## src/rtl/gpu_pipe_ctrl_n.sv

```systemverilog
// Texel/CLUT pixel pipeline controller: S0 issue, S1 texture lookup/CLUT index,
// S2 texel select, then a valid/ready output FIFO. Texture misses are resolved
// locally by a fill/replay FSM that holds the missing pixel in S1.
module gpu_pipe_ctrl_n #(
    parameter int unsigned PAYLOAD_W  = 48,
    parameter int unsigned TEXADR_W   = 19,
    parameter int unsigned FIFO_DEPTH = 4,
    parameter int unsigned CNT_W      = 16
) (
    input  logic                  clk,
    input  logic                  i_nrst,
    input  logic [1:0]            i_texFormat,
    input  logic                  i_texDisable,
    input  logic                  i_flush,
    input  logic                  i_valid,
    output logic                  o_ready,
    input  logic [PAYLOAD_W-1:0]  i_payload,
    input  logic [TEXADR_W-1:0]   i_texAdr,
    input  logic [1:0]            i_uLSB,
    output logic                  o_texReq,
    output logic [TEXADR_W-1:0]   o_texAdr,
    input  logic                  i_texHit,
    input  logic                  i_texMiss,
    input  logic [15:0]           i_texData,
    output logic                  o_fillReq,
    output logic [TEXADR_W-3:0]   o_fillAdr,
    input  logic                  i_fillDone,
    output logic [7:0]            o_clutIndex,
    input  logic [15:0]           i_clutData,
    output logic                  o_valid,
    input  logic                  i_ready,
    output logic [PAYLOAD_W-1:0]  o_payload,
    output logic [15:0]           o_texel,
    output logic                  o_transparent,
    output logic                  o_inFlight,
    output logic [CNT_W-1:0]      o_missCnt
);

    localparam int unsigned PTR_W  = $clog2(FIFO_DEPTH);
    localparam int unsigned CNT_FW = PTR_W + 1;

    typedef enum logic [1:0] {ST_RUN, ST_FILL, ST_REPLAY, ST_CHECK} state_e;

    state_e                 state_q, state_d;
    logic                   rdy_en_q;
    logic                   s1_valid_q, s1_valid_d, s1_tex_q, s1_tex_d;
    logic [PAYLOAD_W-1:0]   s1_pay_q, s1_pay_d;
    logic [1:0]             s1_ulsb_q, s1_ulsb_d;
    logic [TEXADR_W-1:0]    s1_adr_q, s1_adr_d;
    logic                   s2_valid_q, s2_valid_d, s2_tex_q, s2_tex_d;
    logic [PAYLOAD_W-1:0]   s2_pay_q, s2_pay_d;
    logic [15:0]            s2_data_q, s2_data_d;
    logic [PTR_W-1:0]       wr_ptr_q, wr_ptr_d, rd_ptr_q, rd_ptr_d;
    logic [CNT_FW-1:0]      fcnt_q, fcnt_d;
    logic [CNT_W-1:0]       miss_cnt_q, miss_cnt_d;

    logic [PAYLOAD_W-1:0]   fifo_pay [FIFO_DEPTH];
    logic [15:0]            fifo_tex [FIFO_DEPTH];
    logic                   fifo_tr  [FIFO_DEPTH];

    logic                   miss_run, miss_chk, hit_chk, accept, advance, inc_miss;
    logic                   push, pop;
    logic [CNT_FW-1:0]      free_w, busy_w;
    logic [15:0]            s2_texel;
    logic                   s2_transp;

    // Handshake, credit and miss/hit qualification.
    always_comb begin
        miss_run = (state_q == ST_RUN) & s1_valid_q & s1_tex_q & i_texMiss & ~i_flush;
        miss_chk = (state_q == ST_CHECK) & i_texMiss & ~i_flush;
        hit_chk  = (state_q == ST_CHECK) & i_texHit & ~i_texMiss & ~i_flush;
        free_w   = CNT_FW'(FIFO_DEPTH) - fcnt_q;
        busy_w   = CNT_FW'(s1_valid_q) + CNT_FW'(s2_valid_q);
        // A miss seen this cycle freezes S1, so nothing may be accepted behind it.
        o_ready  = rdy_en_q & (state_q == ST_RUN) & ~i_flush & ~miss_run & (free_w > busy_w);
        accept   = i_valid & o_ready;
        advance  = s1_valid_q & (((state_q == ST_RUN) & ~miss_run) | hit_chk);
        o_texReq = ((state_q == ST_REPLAY) & ~i_flush) | (accept & ~i_texDisable);
        o_texAdr = (state_q == ST_REPLAY) ? s1_adr_q : i_texAdr;
        o_fillReq = (state_q == ST_FILL);
        o_fillAdr = s1_adr_q[TEXADR_W-1:2];
    end

    // Miss FSM next state; a flushed held pixel skips the replay.
    always_comb begin
        state_d  = state_q;
        inc_miss = 1'b0;
        unique case (state_q)
            ST_RUN: begin
                if (miss_run) begin
                    state_d  = ST_FILL;
                    inc_miss = 1'b1;
                end
            end
            ST_FILL: begin
                if (i_fillDone) state_d = (s1_valid_q & ~i_flush) ? ST_REPLAY : ST_RUN;
            end
            ST_REPLAY: state_d = i_flush ? ST_RUN : ST_CHECK;
            ST_CHECK: begin
                if (i_flush) state_d = ST_RUN;
                else if (miss_chk) begin
                    state_d  = ST_FILL;
                    inc_miss = 1'b1;
                end else if (hit_chk) state_d = ST_RUN;
            end
            default: state_d = ST_RUN;
        endcase
        miss_cnt_d = (inc_miss && (miss_cnt_q != '1)) ? miss_cnt_q + CNT_W'(1) : miss_cnt_q;
    end

    // CLUT index from the lookup data returning while the pixel sits in S1.
    always_comb begin
        o_clutIndex = '0;
        unique case (i_texFormat)
            2'd0:    o_clutIndex = {4'h0, 4'(i_texData >> {s1_ulsb_q, 2'b00})};
            2'd1:    o_clutIndex = s1_ulsb_q[0] ? i_texData[15:8] : i_texData[7:0];
            default: o_clutIndex = '0;
        endcase
    end

    // S1/S2 stage next state.
    always_comb begin
        s1_valid_d = s1_valid_q;
        s1_tex_d   = s1_tex_q;
        s1_pay_d   = s1_pay_q;
        s1_ulsb_d  = s1_ulsb_q;
        s1_adr_d   = s1_adr_q;
        s2_valid_d = advance;
        s2_tex_d   = s2_tex_q;
        s2_pay_d   = s2_pay_q;
        s2_data_d  = s2_data_q;
        if (accept) begin
            s1_valid_d = 1'b1;
            s1_tex_d   = ~i_texDisable;
            s1_pay_d   = i_payload;
            s1_ulsb_d  = i_uLSB;
            s1_adr_d   = i_texAdr;
        end else if (advance) begin
            s1_valid_d = 1'b0;
        end
        if (advance) begin
            s2_tex_d  = s1_tex_q;
            s2_pay_d  = s1_pay_q;
            s2_data_d = i_texData;
        end
        if (i_flush) begin
            s1_valid_d = 1'b0;
            s2_valid_d = 1'b0;
        end
    end

    // S2 texel select and output FIFO bookkeeping.
    always_comb begin
        s2_texel  = ~s2_tex_q ? 16'h7FFF : (i_texFormat[1] ? s2_data_q : i_clutData);
        s2_transp = s2_tex_q & (s2_texel[14:0] == 15'd0);
        o_valid   = (fcnt_q != '0);
        push      = s2_valid_q & ~i_flush;
        pop       = o_valid & i_ready & ~i_flush;
        wr_ptr_d  = push ? wr_ptr_q + PTR_W'(1) : wr_ptr_q;
        rd_ptr_d  = pop ? rd_ptr_q + PTR_W'(1) : rd_ptr_q;
        fcnt_d    = fcnt_q + CNT_FW'(push) - CNT_FW'(pop);
        if (i_flush) begin
            wr_ptr_d = '0;
            rd_ptr_d = '0;
            fcnt_d   = '0;
        end
        o_payload     = fifo_pay[rd_ptr_q];
        o_texel       = fifo_tex[rd_ptr_q];
        o_transparent = o_valid & fifo_tr[rd_ptr_q];
        o_inFlight    = s1_valid_q | s2_valid_q | o_valid;
        o_missCnt     = miss_cnt_q;
    end

    // Control and stage registers.
    always_ff @(posedge clk or negedge i_nrst) begin
        if (!i_nrst) begin
            state_q    <= ST_RUN;
            rdy_en_q   <= 1'b0;
            s1_valid_q <= 1'b0;
            s1_tex_q   <= 1'b0;
            s1_pay_q   <= '0;
            s1_ulsb_q  <= '0;
            s1_adr_q   <= '0;
            s2_valid_q <= 1'b0;
            s2_tex_q   <= 1'b0;
            s2_pay_q   <= '0;
            s2_data_q  <= '0;
            wr_ptr_q   <= '0;
            rd_ptr_q   <= '0;
            fcnt_q     <= '0;
            miss_cnt_q <= '0;
        end else begin
            state_q    <= state_d;
            rdy_en_q   <= 1'b1;
            s1_valid_q <= s1_valid_d;
            s1_tex_q   <= s1_tex_d;
            s1_pay_q   <= s1_pay_d;
            s1_ulsb_q  <= s1_ulsb_d;
            s1_adr_q   <= s1_adr_d;
            s2_valid_q <= s2_valid_d;
            s2_tex_q   <= s2_tex_d;
            s2_pay_q   <= s2_pay_d;
            s2_data_q  <= s2_data_d;
            wr_ptr_q   <= wr_ptr_d;
            rd_ptr_q   <= rd_ptr_d;
            fcnt_q     <= fcnt_d;
            miss_cnt_q <= miss_cnt_d;
        end
    end

    // FIFO storage; occupancy is tracked by the reset counters above.
    always_ff @(posedge clk) begin
        if (push) begin
            fifo_pay[wr_ptr_q] <= s2_pay_q;
            fifo_tex[wr_ptr_q] <= s2_texel;
            fifo_tr[wr_ptr_q]  <= s2_transp;
        end
    end

endmodule

```

## config.mk

```make
export PLATFORM = sky130hd
export DESIGN_NAME = gpu_pipe_ctrl_n
export DESIGN_NICKNAME = d
export VERILOG_FILES = /design/src/rtl/gpu_pipe_ctrl_n.sv
export SDC_FILE = /design/constraint.sdc
export NUM_CORES = 1
export LEC_CHECK = 0
export BUFFER_PORTS_ARGS = -buffer_cell sky130_fd_sc_hd__buf_4
export CORE_ASPECT_RATIO = 0.75
export CORE_MARGIN = 2
export CORE_UTILIZATION = 60
export CTS_BUF_LIST = sky130_fd_sc_hd__clkbuf_16
export DETAILED_ROUTE_END_ITERATION = 16
export GPL_TIMING_DRIVEN = 1
export PLACE_DENSITY = 0.83
export SYNTH_ARGS = -nofsm -noshare
export SYNTH_HDL_FRONTEND = slang
export SYNTH_SLANG_ARGS = --single-unit
```

## constraint.sdc

```tcl
create_clock -name clk -period 4.2 [get_ports clk]
set_clock_uncertainty 0.1 [all_clocks]
set_input_delay 0.42 -clock clk [delete_from_list [all_inputs] [get_ports clk]]
set_output_delay 0.42 -clock clk [all_outputs]
set_load 0.02 [all_outputs]
```

==> results.md <==
* Max Slew Vio Count at 0
* Residual DRC count at 0
* Post-synthesis net count at 1042
* Max-cap viol count at 0
* Grt ovf at 0
* DIE HEIGHT at 150 um
* HP Class: input pin to flop
* Antenna violations before repair at 0
* Asr flop ratio synth at 0.385
* Met1 wire length at 14300 um
* Largest net degree at the start of global routing at 84
* Highest metal used: met4
* Tcrit/Tclk final at 0.854
* Critical Path Start Type: flop
* Die W at a little under 200 um
* Worst-margin pin slew at around 1.1 ns
* Setup violators final at 0
* Status: complete, no violations
* Core area at between 0.02 and 0.03 mm^2
* Overall Power at 12200 uW
* GPL Wtd Cong at 0.867
* Met2 wire length at 16000 um
* Synth cell types at between 40 and 50
* Top post-synthesis cells by count: 260 x edfxtp_1, 163 x dfrtp_1, 139 x mux2_2, 69 x mux4_2, 26 x mux2i_1
* Initial Util at 0.609
* Main area contributors after synthesis: edfxtp_1 46%, dfrtp_1 24%, mux2_2 9.2%
* Critical path fanouts, max at 46
* Setup crit end kind: primary output
* Post-synth top area cell: edfxtp_1
* First-pass GRT wire length at roughly 50000 um
* Skew-Pair Late Insertion Delay at about 0.52 ns
* PD cells at 599 mW/mm^2
* 1st-pass router iterations at 5
* Max_slew headroom at 0.288
* H-tree Lvls at 2
* Static Leakage at 0.00788 uW
* Hold WS at 0.0324 ns
* CTS Sinks at 423
* CTS tree: built
* Vias in the first global route at 9100
* Die area at 0.0297 mm^2
* Post-route setup TNS at 0 ns
* Diode count at 0
* Max Clk Rate at 0.279 GHz
* Number of post-CTS setup repair buffers at 0
* Count of input and output buffers at around 240
* Layout cells sized above 1 at 0.444
* WL per Instance at 21.0 um
* Num CTS Buffers at 39
* Count leader, synth: edfxtp_1
* Post-Syn Area per Cell at 18.7 um^2
* EDFF count, synth at 260
* Post-Syn Instances at ~910
* Worst Path Class, Setup: flop to primary output
* Rows at 53
* Root Driver: clkbuf_16
* Vias after detailed routing at 8768
* Seq cells post-synth at 423
* Remaining antenna violation count after routing at 0
* Syn-to-layout area delta at 19.4%
* RSZ-0062 raised after global routing: false
* Top FF cell, synth: edfxtp_1
* Minimum clock period at ~3.6 ns
* Crit path arrival time at 3.07 ns
* Ys Warns at 0
* Gr usage total at 0.224
* Vias per cell at 5.63
* Worst-path clk slew at about 0.06 ns
* Clk buf depth at 3
* Worst VDD drop at 0.430 mV
* Final Hold Fails at 0
* Detailed-placement wirelength estimate at 20000 um
* Drt initial violations at ~520
* Nets at 1273
* I/O pins at 242
* Routed wire length at 32700 um
* DR WL met3 at 1880 um
* Synth top area share at 0.459
* Data required time of the worst path at 3.68 ns
* Sequential element share of the synthesized area at 0.700
* Post-Syn Area at 0.0170 mm^2
-- critical path, stage by stage (launching register included) --
cell       delay [ns]
dfrtp_1          0.52
inv_1            0.09
ha_1             0.30
ha_1             0.27
nand2_1          0.06
o21ai_0          0.19
a2111oi_4        0.49
buf_12           0.30
a22o_1           0.18
buf_4            0.14
-- report_power, final --
group	internal [uW]	switching, uW
Clock	1920	1460
Combinational	1480	1250
Sequential	5380	662
Total	8780	3370
-- timing repair --
| item | in CTS | in global routing |
|---|---|---|
| hold buffers | 1 | 0 |
| endpoints found under the hold margin | 80 | 0 |
| gates resized for setup | 0 | 0 |
-- path summary, 6_finish.rpt --
| check | startpoint | end | slack (ns) | cells past startpoint |
|---|---|---|---|---|
| max in group asynchronous | i_nrst | s2_pay_q[20] | 2.64 | 3 |
| worst min register to register | s1_pay_q[47] | s1_pay_q[47] | 0.39 | 1 |
| min in group asynchronous | i_nrst | o_missCnt[8] | 0.40 | 2 |
| worst max-delay path | s1_valid_q | o_texReq | 0.61 | 9 |
| worst min-delay path | i_texAdr[3] | s1_adr_q[3] | 0.03 | 2 |
| worst max register to register | s1_valid_q | s1_pay_q[38] | 1.16 | 8 |
-- layout by cell type, fill, tap and decap left out, types with 9 or more instances in the layout --
master     Yosys  layout
buf_4         17     245
clkbuf_16      0      40
dfrtp_1      163     161
edfxtp_1     260     260
ha_1          18      18
inv_1         19      30
mux2_1        18      18
mux2_2       139     139
mux2i_1       26      26
mux4_2        69      69
nand2_1       23      22
nor2_1        19      19
nor4_1         9       9
xnor2_1       16      16
-- kinds of logic (layout without fill, tap and decap cells) --
kind of cell,after synthesis,count (layout),share of synthesized area
AO/OA/AOI/OAI,28,28,0.0123
buffers and inverters,78,339,0.0247
XOR/XNOR,18,18,0.00928
multiplexers,252,252,0.211
other,1,1,0.000221
flip-flops,423,423,0.700
adder cells (fa/ha/maj),19,19,0.0144
AND/OR/NAND/NOR,92,92,0.0286
-- state kept, by name, summed over array words and instances (netlist names), 3 cells and up --
| name | cells |
|---|---|
| fcnt_q | 3 |
| fifo_pay | 192 |
| fifo_tex | 64 |
| fifo_tr | 4 |
| o_missCnt | 16 |
| s1_adr_q | 19 |
| s1_pay_q | 48 |
| s2_data_q | 16 |
| s2_pay_q | 48 |
-- layout make-up --
cell class                      instances  area (um^2)
Timing Repair Buffer                  249         1900
Inverter                               19         71.3
Sequential cell                       423        11900
Multi-Input combinational cell        410         4710
Clock buffer                           40         1000
Tap cell                              385          482
Fill cell                            1692         7620
Clock inverter                         31          235
-- metrics by stage --
| stage | worst slack (ns) | cell area [um^2] | instances | utilization |
|---|---|---|---|---|
| CTS | 0.587 | 20300 | 1557 | 0.727 |
| global route | 0.470 | 20300 | 1557 | 0.727 |
| detailed placement | 1.16 | 19000 | 1485 | 0.682 |
| finish | 0.614 | 20300 | 1557 | 0.727 |
| global placement | 1.24 | 19000 | 1485 | 0.682 |
| floorplan | 1.28 | 17000 | 911 | - |
-- routing by layer --
metal	up-vias	global-route usage
met2	255	0.366
met5	-	0
met3	43	0.0449
li1	3959	-
met4	0	0.0500
met1	4511	0.318
Note: power is estimated with default switching activity, not from simulation.
